File: src/rtl/flappy_sprite_pkg.sv
// Shared sizes, types and address helper for the sprite row fetcher.
package flappy_sprite_pkg;
  localparam int SPR_W       = 17;
  localparam int SPR_H       = 12;
  localparam int FRAMES      = 3;
  localparam int ADDR_W      = 10;
  localparam int PIX_W       = 6;
  localparam int COORD_W     = 10;
  localparam int FRAME_WORDS = SPR_W * SPR_H;
  localparam int COL_W       = $clog2(SPR_W);
  localparam int ROW_W       = $clog2(SPR_H);

  typedef logic [PIX_W-1:0] pix_idx_t;

  typedef enum logic [1:0] {
    IDLE,
    FETCH,
    DRAIN
  } fetch_state_t;

  // Frames are stored back to back, so a row starts at a constant-multiple offset.
  function automatic logic [ADDR_W-1:0] row_base(input logic [1:0] frame,
                                                 input logic [ROW_W-1:0] row);
    return ADDR_W'(frame * FRAME_WORDS) + ADDR_W'(row * SPR_W);
  endfunction
endpackage

File: src/rtl/sprite_line_buffer.sv
// One sprite row of palette indices: synchronous write, combinational read, no reset.
module sprite_line_buffer
  import flappy_sprite_pkg::*;
(
  input  logic             Clk,
  input  logic             we,
  input  logic [COL_W-1:0] waddr,
  input  pix_idx_t         wdata,
  input  logic [COL_W-1:0] raddr,
  output pix_idx_t         rdata
);
  pix_idx_t mem [SPR_W];

  always_ff @(posedge Clk) begin
    if (we) mem[waddr] <= wdata;
  end

  assign rdata = (raddr < COL_W'(SPR_W)) ? mem[raddr] : '0;
endmodule

File: src/rtl/sprite_row_fetcher.sv
// Fetches one sprite row from ROM during hblank and serves palette indices per DrawX.
//  state | meaning
//  IDLE  | waiting for hblank_start; rom_addr holds its last value
//  FETCH | issuing one ROM address per cycle, writing the previous word
//  DRAIN | writing the final word, then marking the line valid
module sprite_row_fetcher
  import flappy_sprite_pkg::*;
(
  input  logic               Clk,
  input  logic               Reset_n,
  input  logic               hblank_start,
  input  logic [COORD_W-1:0] next_line,
  input  logic [COORD_W-1:0] sprite_x,
  input  logic [COORD_W-1:0] sprite_y,
  input  logic [1:0]         frame_sel,
  input  logic [COORD_W-1:0] DrawX,
  output logic [ADDR_W-1:0]  rom_addr,
  input  pix_idx_t           rom_data,
  output logic               pixel_on,
  output pix_idx_t           pixel_idx,
  output logic               busy
);
  fetch_state_t        state_q, state_d;
  logic [COL_W-1:0]    col_q, col_d;
  logic [ROW_W-1:0]    row_q;
  logic [1:0]          frame_q, frame_clamp;
  logic [COORD_W-1:0]  spr_x_q;
  logic                line_valid_q, line_valid_d;
  logic [ADDR_W-1:0]   rom_addr_d;
  logic                accept;
  logic signed [COORD_W:0] row_s, dx_s;
  logic                row_hit, dx_hit, hit;
  logic                buf_we;
  logic [COL_W-1:0]    buf_waddr;
  pix_idx_t            buf_rdata;

  assign frame_clamp = (frame_sel >= 2'(FRAMES)) ? 2'(FRAMES - 1) : frame_sel;
  assign row_s   = $signed({1'b0, next_line}) - $signed({1'b0, sprite_y});
  assign row_hit = !row_s[COORD_W] && (row_s[COORD_W-1:0] < COORD_W'(SPR_H));
  assign busy    = (state_q != IDLE);

  always_comb begin
    state_d      = state_q;
    col_d        = col_q;
    rom_addr_d   = rom_addr;
    line_valid_d = line_valid_q;
    accept       = 1'b0;
    buf_we       = 1'b0;
    buf_waddr    = col_q - COL_W'(1);
    case (state_q)
      IDLE: begin
        if (hblank_start) begin
          accept       = 1'b1;
          line_valid_d = 1'b0;
          if (row_hit) begin
            state_d    = FETCH;
            col_d      = '0;
            rom_addr_d = row_base(frame_clamp, row_s[ROW_W-1:0]);
          end
        end
      end
      FETCH: begin
        // Word for col-1 lands this cycle; col 0 has nothing in flight yet.
        buf_we = (col_q != '0);
        if (col_q == COL_W'(SPR_W - 1)) begin
          state_d = DRAIN;
        end else begin
          col_d      = col_q + COL_W'(1);
          rom_addr_d = row_base(frame_q, row_q) + ADDR_W'(col_q) + ADDR_W'(1);
        end
      end
      DRAIN: begin
        buf_we       = 1'b1;
        buf_waddr    = COL_W'(SPR_W - 1);
        line_valid_d = 1'b1;
        state_d      = IDLE;
      end
      default: state_d = IDLE;
    endcase
  end

  always_ff @(posedge Clk or negedge Reset_n) begin
    if (!Reset_n) begin
      state_q      <= IDLE;
      col_q        <= '0;
      row_q        <= '0;
      frame_q      <= '0;
      spr_x_q      <= '0;
      line_valid_q <= 1'b0;
      rom_addr     <= '0;
    end else begin
      state_q      <= state_d;
      col_q        <= col_d;
      line_valid_q <= line_valid_d;
      rom_addr     <= rom_addr_d;
      if (accept) begin
        spr_x_q <= sprite_x;
        frame_q <= frame_clamp;
      end
      if (accept && row_hit) row_q <= row_s[ROW_W-1:0];
    end
  end

  sprite_line_buffer u_buf (
    .Clk   (Clk),
    .we    (buf_we),
    .waddr (buf_waddr),
    .wdata (rom_data),
    .raddr (dx_s[COL_W-1:0]),
    .rdata (buf_rdata)
  );

  assign dx_s   = $signed({1'b0, DrawX}) - $signed({1'b0, spr_x_q});
  assign dx_hit = !dx_s[COORD_W] && (dx_s[COORD_W-1:0] < COORD_W'(SPR_W));
  assign hit    = line_valid_q && dx_hit && (buf_rdata != '0);

  always_ff @(posedge Clk or negedge Reset_n) begin
    if (!Reset_n) begin
      pixel_on  <= 1'b0;
      pixel_idx <= '0;
    end else begin
      pixel_on  <= hit;
      pixel_idx <= hit ? buf_rdata : '0;
    end
  end
endmodule

File: config.mk
export PLATFORM = sky130hd
export DESIGN_NAME = sprite_row_fetcher
export DESIGN_NICKNAME = d
export VERILOG_FILES = /design/src/rtl/flappy_sprite_pkg.sv /design/src/rtl/sprite_line_buffer.sv /design/src/rtl/sprite_row_fetcher.sv
export SDC_FILE = /design/constraint.sdc
export NUM_CORES = 1
export LEC_CHECK = 0
export CORE_MARGIN = 2
export CORE_UTILIZATION = 55
export DETAILED_ROUTE_END_ITERATION = 8
export GPL_TIMING_DRIVEN = 0
export PLACE_DENSITY = 0.88
export SLEW_MARGIN = 20
export SYNTH_ARGS = -nofsm -noshare
export SYNTH_HDL_FRONTEND = slang
export SYNTH_SLANG_ARGS = --single-unit
File: constraint.sdc
create_clock -name Clk -period 10.3 [get_ports Clk]
set_input_delay 3.09 -clock Clk [delete_from_list [all_inputs] [get_ports Clk]]
set_output_delay 3.09 -clock Clk [all_outputs]
set_load 0.01 [all_outputs]
==> run metrics <==
status finished clean; P_leak roughly 3.7 nW; Rows 43; Setup TNS 0 ns; worst rel slew slack 43.2%; H-Tree Depth 4; CTS Buffer Depth 2; initial antenna violation count 0; Synth top cells by count edfxtp_1 (102), inv_1 (61), ha_1 (58); PostCTS Resize Cnt 0; Nets slightly above 800; fin crit share 62.6%; Die Footprint between 15000 and 20000 um2; Synth async-reset ratio 28.7%; top_reg_cell synth edfxtp_1; Num CTS Buffers 17; Vert. Die Dim 124 um; CTS tree yes; Seq/Total Area, Yosys between 50% and 60%; Cell Area, Placed about 8800 um2; worst reg2reg path depth 16; detailed placement HPWL approximately 12000 um; Top-Level Pins between 60 and 70; Post-synth EDFFs ~100; antenna cells 0; Min-Delay Path Depth 1; RSZ-0062 raised after global routing false; die width between 100 and 150 um; cell accounting for the most synthesized area edfxtp_1; Post-CTS Setup Bufs 0; synth unique cells 64; R2R setup slack 6.40 ns; count leader, synth edfxtp_1; Tmin final roughly 6.4 ns; Core Area between 10000 and 15000 um2; WHS 0.494 ns; final worst setup slack 3.86 ns; GRT Resource Usage Total 24.6%; Worst-Margin Slew about 0.84 ns; critical path class input pin to register; Yosys reg bits 143; synthesis warning total 0; crit start category input pin; top-area cell type share of the netlist area between 30 and 40%; Synth Area per Inst approximately 13 um2; Initial DRC Count 630; post-route DRC violation count 0; Clock Latency Late Sink ~0.43 ns; port buffer count 68; drt total wl ~17000 um; post-route cell area just over 9000 um2; via/cell ratio 5.99; Pins Over Slew Limit 0; first-pass iteration count of the detailed router 5; first-pass GRT wire length around 28000 um; Post-CTS Hold Fix Bufs 0; f_max ~0.16 GHz; CP Capture Type register; largest net degree at the start of global routing 34; skew final 0.00637 ns; Area contributors post-synth edfxtp_1 (39%), dfrtp_1 (13%), ha_1 (9.2%), mux4_2 (6.9%), mux2_2 (4.6%); dpl ws about 3.5 ns; worst vdd rail ir drop 0.000138 V; CTS root buf clkbuf_16; Syn Std Cell Area approximately 8000 um2; area grow syn2layout 18.8%; RD Place Congestion between 0.9 and 1; Final Setup Violations 0; Initial Util between 50% and 60%; drt wl/cell ~20 um; Hold Vio Cnt, Final 0; CP required 10.59 ns; Worst EP arrival 6.74 ns; vias approximately 5.3k; share of layout cells above drive strength 1 between 15 and 20%; Clock Sinks around 140; Syn Nets 726; Worst-path clk slew 0.06 ns; PwrDens about 250 nW/um2; remaining global-route overflow 0; Hold WC Path Type register to register; vias in the first global route roughly 5.5k; post-synthesis instance total roughly 600; crit-path max FO 10; max cap viols 0; number of nets with antenna violations after routing 0
per-stage QoR:
step                util [%]  cells  total power, mW
finish                  67.0    890             2.30
global route            67.0    890             2.42
CTS                     66.9    890             2.29
detailed placement      63.0    858             1.71
global placement        62.9    857             1.66
floorplan                  -    609             1.44
metal layers:
layer	GRT usage, %	part of all wire (%)	vias up
met5	0	0	-
met4	8.31	1.8	0
met3	5.30	6.7	27
met2	41.0	50	264
met1	32.1	42	2616
li1	-	-	2425
sequential cells by signal, summed over array words and instances, names as in the netlist:
name	count
pixel_idx	6
row_q	4
frame_q	2
state_q	2
line_valid_q	1
pixel_on	1
col_q	5
rom_addr	10
u_buf.mem	102
spr_x_q	10
area by class of cell:
class                           instances  area (um2)
Multi-Input combinational cell        388        3430
Buffer                                 17         110
Tap cell                              180         225
Clock inverter                         12         111
Timing Repair Buffer                   69         696
Fill cell                             916        4600
Sequential cell                       143        4090
Clock buffer                           20         437
Inverter                               61         229
where the power goes:
part | internal, mW | switching, mW
Sequential | 0.672 | 0.0316
Clock | 0.333 | 0.239
Combinational | 0.478 | 0.544
cell families (layout without fill, tap and decap cells):
kind of cell | after synthesis | in the layout | share of synthesized area [%]
AOI/OAI and AO/OA | 100 | 100 | 8.38
xor gates and xnor gates | 20 | 20 | 2.23
adders and majority gates | 66 | 66 | 11.3
buffers and inverters | 78 | 179 | 4.32
DFF | 143 | 143 | 52.0
muxes | 74 | 74 | 13.8
other | 1 | 1 | 0.0477
and+or+nand+nor | 127 | 127 | 7.95
final timing paths:
| check | from | to |
|---|---|---|
| setup / recovery | DrawX[0] | pixel_on$_DFF_PN0_ |
| hold / removal | rom_addr[8]$_DFFE_PN0P_ | rom_addr[8]$_DFFE_PN0P_ |
| setup reg to reg | frame_q[0]$_DFFE_PN0P_ | rom_addr[8]$_DFFE_PN0P_ |
| hold reg to reg | rom_addr[8]$_DFFE_PN0P_ | rom_addr[8]$_DFFE_PN0P_ |
| max in group asynchronous | Reset_n | spr_x_q[6]$_DFFE_PN0P_ |
| min in group asynchronous | Reset_n | rom_addr[8]$_DFFE_PN0P_ |
worst max-delay path, stage by stage:
cell and delay, ns:
clkdlybuf4s50_1 0.41, inv_1 0.07, ha_1 0.16, inv_1 0.05
fa_1 0.47, clkbuf_1 0.42, buf_2 0.37, buf_1 0.58
mux4_2 0.44, mux2_2 0.30, o221ai_1 0.22, a41oi_1 0.15
cell usage in the layout (no fill, tap or decap), drive strengths merged, types with 5 or more instances in the layout:
| cell | Yosys | routed |
|---|---|---|
| edfxtp | 102 | 102 |
| clkdlybuf4s50 | 0 | 67 |
| inv | 61 | 64 |
| ha | 58 | 58 |
| nor2 | 46 | 46 |
| dfrtp | 41 | 41 |
| mux2 | 33 | 33 |
| a21oi | 32 | 32 |
| nand2 | 29 | 29 |
| clkbuf | 9 | 29 |
| mux4 | 24 | 24 |
| o21ai | 20 | 20 |
| mux2i | 17 | 17 |
| nor3 | 12 | 12 |
| xnor2 | 11 | 11 |
| buf | 8 | 10 |
| xor2 | 9 | 9 |
| fa | 8 | 8 |
| or3 | 7 | 7 |
| a21o | 6 | 6 |
| nand3 | 6 | 6 |
| nor2b | 5 | 5 |
| o21bai | 5 | 5 |
| a211oi | 5 | 5 |
| clkinv | 0 | 5 |
(Power assumes the default switching activity.)
